`config.mk`:
```
export PLATFORM = sky130hd
export DESIGN_NAME = store_merge_unit
export DESIGN_NICKNAME = d
export VERILOG_FILES = /design/src/rtl/smu_pkg.sv /design/src/rtl/smu_fifo.sv /design/src/rtl/store_merge_unit.sv
export SDC_FILE = /design/constraint.sdc
export NUM_CORES = 1
export LEC_CHECK = 0
export ABC_AREA = 1
export CORE_MARGIN = 5
export CORE_UTILIZATION = 55
export DETAILED_ROUTE_END_ITERATION = 8
export GPL_ROUTABILITY_DRIVEN = 0
export PLACE_DENSITY_LB_ADDON = 0.1
export SYNTH_ARGS = -nofsm -noshare
export SYNTH_HDL_FRONTEND = slang
export SYNTH_HIERARCHICAL = 1
export SYNTH_SLANG_ARGS = --single-unit
```
`constraint.sdc`:
```
create_clock -name clk -period 5.59 [get_ports clk]
set_input_delay 1.118 -clock clk [delete_from_list [all_inputs] [get_ports clk]]
set_output_delay 1.118 -clock clk [all_outputs]
set_load 0.1 [all_outputs]
```
`src/rtl/smu_pkg.sv`:
```
// Shared types for the store merge unit: op encodings, FSM states
// and a lane-count helper.
package smu_pkg;

    typedef enum logic [1:0] {
        OP_SB  = 2'b00,
        OP_SH  = 2'b01,
        OP_SW  = 2'b10,
        OP_RSV = 2'b11
    } op_e;

    typedef enum logic [1:0] {
        S_IDLE  = 2'b00,
        S_READ  = 2'b01,
        S_MERGE = 2'b10,
        S_WRITE = 2'b11
    } state_e;

    function automatic int lanes(input int dw);
        return dw / 8;
    endfunction

endpackage

```
`src/rtl/smu_fifo.sv`:
```
// In-order pending-store queue with registered full/empty flags.
// Reset empties it; push and pop are ignored while reset is high.
module smu_fifo #(
    parameter int WIDTH = 8,
    parameter int DEPTH = 4
) (
    input  logic             clk,
    input  logic             reset,
    input  logic             push,
    input  logic             pop,
    input  logic [WIDTH-1:0] wdata,
    output logic [WIDTH-1:0] rdata,
    output logic             full,
    output logic             empty
);

    localparam int PW = $clog2(DEPTH);

    logic [WIDTH-1:0] store [DEPTH];
    logic [PW:0]      wptr;
    logic [PW:0]      rptr;
    logic             do_push;
    logic             do_pop;

    // Extra pointer bit tells full from empty when the indices match
    assign empty   = (wptr == rptr);
    assign full    = (wptr[PW] != rptr[PW]) &&
                     (wptr[PW-1:0] == rptr[PW-1:0]);
    assign do_push = push && !full && !reset;
    assign do_pop  = pop && !empty;
    assign rdata   = store[rptr[PW-1:0]];

    always_ff @(posedge clk) begin
        if (reset) begin
            wptr <= '0;
            rptr <= '0;
        end else begin
            if (do_push) wptr <= wptr + 1'b1;
            if (do_pop)  rptr <= rptr + 1'b1;
        end
    end

    always_ff @(posedge clk) begin
        if (do_push) store[wptr[PW-1:0]] <= wdata;
    end

endmodule

```
`src/rtl/store_merge_unit.sv`:
```
// Byte/halfword store merging via read-modify-write on a word memory.
// Optional SMU_ALIGN_CHECK_EN drops misaligned SH/SW and pulses align_err.
module store_merge_unit
    import smu_pkg::*;
#(
    parameter int DATA_W = 32,
    parameter int ADDR_W = 32,
    parameter int DEPTH  = 4
) (
    input  logic                              clk,
    input  logic                              reset,
    input  logic                              req_valid,
    output logic                              req_ready,
    input  logic [1:0]                        req_op,
    input  logic [ADDR_W-1:0]                 req_addr,
    input  logic [DATA_W-1:0]                 req_data,
    output logic [ADDR_W-$clog2(DATA_W/8)-1:0] mem_addr,
    output logic                              mem_rd_en,
    input  logic [DATA_W-1:0]                 mem_rdata,
    output logic                              mem_wr_en,
    output logic [DATA_W-1:0]                 mem_wdata,
    output logic                              busy,
    output logic                              align_err
);

    localparam int LANES = lanes(DATA_W);
    localparam int LB    = $clog2(LANES);
    localparam int EW    = 2 + ADDR_W + DATA_W;

    logic [EW-1:0]     head;
    logic [1:0]        head_op_raw;
    op_e               head_op;
    logic [ADDR_W-1:0] head_addr;
    logic [DATA_W-1:0] head_data;
    logic              full;
    logic              empty;
    logic              push;
    logic              pop;
    logic              misalign;

    state_e            state;
    state_e            state_n;
    logic              cur_sh;
    logic [LB-1:0]     cur_lane;
    logic [15:0]       cur_data;
    logic [DATA_W-1:0] merged;

    assign push      = req_valid && !full;
    assign req_ready = !full;
    assign busy      = !empty || (state != S_IDLE);
    assign mem_rd_en = (state == S_READ);
    assign mem_wr_en = (state == S_WRITE);

    assign {head_op_raw, head_addr, head_data} = head;
    assign head_op = op_e'(head_op_raw);

    smu_fifo #(
        .WIDTH (EW),
        .DEPTH (DEPTH)
    ) u_fifo (
        .clk   (clk),
        .reset (reset),
        .push  (push),
        .pop   (pop),
        .wdata ({req_op, req_addr, req_data}),
        .rdata (head),
        .full  (full),
        .empty (empty)
    );

`ifdef SMU_ALIGN_CHECK_EN
    assign misalign = ((head_op == OP_SH) && head_addr[0]) ||
                      ((head_op == OP_SW) && (head_addr[LB-1:0] != '0));

    always_ff @(posedge clk) begin
        if (reset) align_err <= 1'b0;
        else       align_err <= pop && misalign;
    end
`else
    // Low address bits below the access size are simply ignored
    assign misalign  = 1'b0;
    assign align_err = 1'b0;
`endif

    always_comb begin
        state_n = state;
        pop     = 1'b0;
        unique case (state)
            S_IDLE: begin
                if (!empty) begin
                    pop = 1'b1;
                    if (!misalign) begin
                        unique case (head_op)
                            OP_SW:        state_n = S_WRITE;
                            OP_SB, OP_SH: state_n = S_READ;
                            default:      state_n = S_IDLE;
                        endcase
                    end
                end
            end
            S_READ:  state_n = S_MERGE;
            S_MERGE: state_n = S_WRITE;
            S_WRITE: state_n = S_IDLE;
            default: state_n = S_IDLE;
        endcase
    end

    // Replace only the addressed byte or halfword of the fetched word
    always_comb begin
        merged = mem_rdata;
        for (int i = 0; i < LANES; i++) begin
            if (!cur_sh && (i == int'(cur_lane))) begin
                merged[i*8 +: 8] = cur_data[7:0];
            end else if (cur_sh && ((i >> 1) == (int'(cur_lane) >> 1))) begin
                merged[i*8 +: 8] = cur_data[(i % 2)*8 +: 8];
            end
        end
    end

    always_ff @(posedge clk) begin
        if (reset) begin
            state     <= S_IDLE;
            mem_addr  <= '0;
            mem_wdata <= '0;
            cur_sh    <= 1'b0;
            cur_lane  <= '0;
            cur_data  <= '0;
        end else begin
            state <= state_n;
            if (pop && (state_n != S_IDLE)) begin
                mem_addr <= head_addr[ADDR_W-1:LB];
                cur_sh   <= (head_op == OP_SH);
                cur_lane <= head_addr[LB-1:0];
                cur_data <= head_data[15:0];
            end
            if (pop && (state_n == S_WRITE)) mem_wdata <= head_data;
            if (state == S_MERGE)            mem_wdata <= merged;
        end
    end

endmodule

```
==> results_dict.tcl <==
set metrics [dict create \
    reg2reg_to "mem_wdata[27]" \
    final.setup.tns_ns 0 \
    dpl.hpwl_mm 21.1 \
    diodes 0 \
    final-hold-violation-count 0 \
    holdBufCountCts 0 \
    yosys.area_share.simple_pct 18.6 \
    nets 1668 \
    grt_max_degree 102 \
    initial_core_util_pct 56.1 \
    gr-total-overflow 0 \
    globalRouteTotalUtil_pct 21.5 \
    period_share_pct 66.4 \
    slew_headroom_pct 27.7 \
    dr_total_vias 10400 \
    switching_share_pct 43.8 \
    synth_top_area_share_pct 52.1 \
    layout-drive-gt1-share_pct 11.8 \
    synth_top_family_by_area "simple AND/OR/NAND/NOR gates" \
    grt_pass1_vias 10100 \
    synth_cell_types 28 \
    startpoint_type "register" \
    post_cts_resized 0 \
    clkLatencyLatePin_ns 0.51 \
    netlist_top_cells_area "edfxtp_1 (52%), dfxtp_1 (12%), nand2_1 (7.0%)" \
    min_to "mem_addr[22]" \
    drtPass1Iterations 5 \
    drc 0 \
    syn-num-nets 1532 \
    critPathKind "reg -> out" \
    end_kind "output port" \
    fmax_ghz 0.270 \
    hp-class "reg -> reg" \
    grt_setup_unrepaired "no" \
    clock_tree.root_cell "clkbuf_16" \
    min_from "mem_addr[22]" \
    comb_power_share_pct 44.0 \
    pwr-share-seq_pct 31.3 \
    fp.dieH_um 176 \
    first_iter_violations 826 \
    clockBufferDepth 3 \
    p_sw_uw 4900 \
    p_total_uw 11200 \
    boundaryPins 168 \
    r2r_setup_slack_ns 2.44 \
    pwr-share-clk_pct 24.8 \
    multi_input_area_mm2 0.00460 \
    die_area_mm2 0.0311 \
    ys_warn_count 6 \
    worstPathArrival_ns 2.59 \
    muxShareOfSynthArea_pct 0 \
    cts_tree "done" \
    postRouteAntennaNets 0 \
    ir_drop_mv 0.426 \
    synthXorXnorAreaFrac_pct 0.0576 \
    num_rows 60 \
    synthToLayoutAreaGrowth_pct 20.8 \
    path_clk_slew_ns 0.06 \
    n_fill_cell 2053 \
    grt_antenna_before_repair 3 \
    drv_cap 0 \
    postSynthAreaPerCell_um2 10.7 \
    syn_inst 1422 \
    grt_pass1_wl_mm 53.8 \
    wl_per_cell_um 17.4 \
    via_per_inst 5.32 \
    synth_top_area_cell "edfxtp_1" \
    post_cts_buffers 0 \
    synth.cell_area_mm2 0.0152 \
    seqCellArea_mm2 0.00975 \
    fin_skew_ns 0.0159 \
    finalSetupViolCount 0 \
    io_buffers 166 \
    ys_ff_latch 355 \
    yosysSeqAreaShare_pct 64.1 \
    tightest_slew_ns 1.08 \
    p_leak_uw 0.00672 \
    cts.sinks 355 \
    cts_buffers 38 \
    dieWidth_um 176 \
    status "finished clean" \
    path_max_fanout 5 \
    cp.required_ns 4.47 \
    power.density_mw_per_mm2 609 \
    fp.coreArea_mm2 0.0271 \
    fin_crit_ns 3.71 \
    maxSlewViolCount 0 \
    reg2reg_depth 11 \
    synth_compound_area_share_pct 10.7 \
    synth_adder_area_share_pct 0.741 \
    min_path_cells 2 \
    internal_power_uw 6280 \
    cts-htree-levels 2 \
    wl_mm 34.0 \
]
cell usage after synthesis (all sizes together):
cell and instances:
edfxtp 264, dfxtp 91, nand3 119, xor2 1, ha 9, o21ai 136
nor2 218, o22ai 66, inv 95, conb 1, nand4 3, clkbuf 43
nand2 282, o211ai 2, a21oi 49, buf 43
area by class of cell:
class	instances	share of cell area, %
clock inverter	26	2.15
inverter	95	1.97
multi-input combinational	886	25.1
tap	372	2.53
clock buffer	43	5.50
timing repair buffer	182	9.67
sequential	355	53.1
routing by layer:
metal	GRT usage, %	wire (um)	up-vias
met5	0	46	-
met4	4.84	614	6
met3	4.03	2200	52
met2	35.8	16100	319
met1	29.9	15100	4924
li1	-	-	5122
worst max-delay path: stages, from the launching register on:
cell             delay (ns)
dfxtp_1                0.40
inv_1                  0.11
nand2_1                0.08
nand2_1                0.06
nand3_1                0.11
inv_1                  0.12
nand2_1                0.09
clkdlybuf4s50_1        1.13
metrics by stage:
step | instances | hold WS [ns] | utilization, % | setup WS, ns | area, um2
after floorplan | 1422 | 0.443 | - | 0.809 | 15200
after global placement | 1890 | 0.451 | 62.6 | 2.00 | 17000
after detailed placement | 1890 | 0.456 | 62.6 | 1.96 | 17000
after CTS | 1959 | 0.465 | 67.8 | 1.84 | 18400
after global routing | 1959 | 0.482 | 67.8 | 1.72 | 18400
final | 1959 | 0.462 | 67.8 | 1.88 | 18400
state kept, by name, summed over array words and instances (netlist names), 2 cells and up, named ones only:
| register | flops |
|---|---|
| u_fifo/store | 264 |
| u_fifo/wptr | 3 |
| state | 2 |
| mem_wdata | 32 |
| u_fifo/rptr | 3 |
| cur_lane | 2 |
| cur_data | 16 |
| mem_addr | 30 |
cell usage in the layout, fill, tap and decap left out, types with 12 or more instances in the layout:
cell | netlist | layout
a21oi_1 | 49 | 49
buf_4 | 10 | 16
clkbuf_16 | 0 | 39
clkdlybuf4s50_1 | 0 | 165
dfxtp_1 | 91 | 89
edfxtp_1 | 264 | 264
inv_1 | 86 | 86
nand2_1 | 282 | 282
nand3_1 | 119 | 119
nor2_1 | 170 | 166
nor2_4 | 41 | 45
o21ai_0 | 120 | 120
o21ai_1 | 12 | 12
o22ai_1 | 26 | 26
o22ai_2 | 40 | 40
worst max path at each step:
stage                         from                  end  slack [ns]  cells past startpoint
detailed placement       req_valid  u_fifo/store[1][26]        1.96                      8
global route        u_fifo/wptr[0]                 busy        1.72                      7
floorplan                req_valid   u_fifo/store[0][0]        0.81                      6
finish              u_fifo/wptr[0]                 busy        1.88                      7
global placement         req_valid  u_fifo/store[1][18]        2.00                      8
CTS                 u_fifo/wptr[0]                 busy        1.84                      7
power groups by stage:
| stage | sequential (uW) | clock [uW] | combinational (uW) |
|---|---|---|---|
| after global routing | 3550 | 2940 | 5320 |
| after CTS | 3500 | 2810 | 4950 |
| after detailed placement | 3550 | 0 | 4930 |
| after global placement | 3540 | 0 | 4870 |
| final | 3490 | 2770 | 4920 |
| after floorplan | 4860 | 0 | 2570 |
logic make-up (layout without fill, tap and decap cells):
kind of cell,Yosys count,in the layout
XOR/XNOR,1,1
AND/OR/NAND/NOR,622,622
other,1,1
adder cells (fa/ha/maj),9,9
buffers and inverters,181,346
flip-flops,355,355
AO/OA/AOI/OAI,253,253
Note: power is estimated with default switching activity, not from simulation.
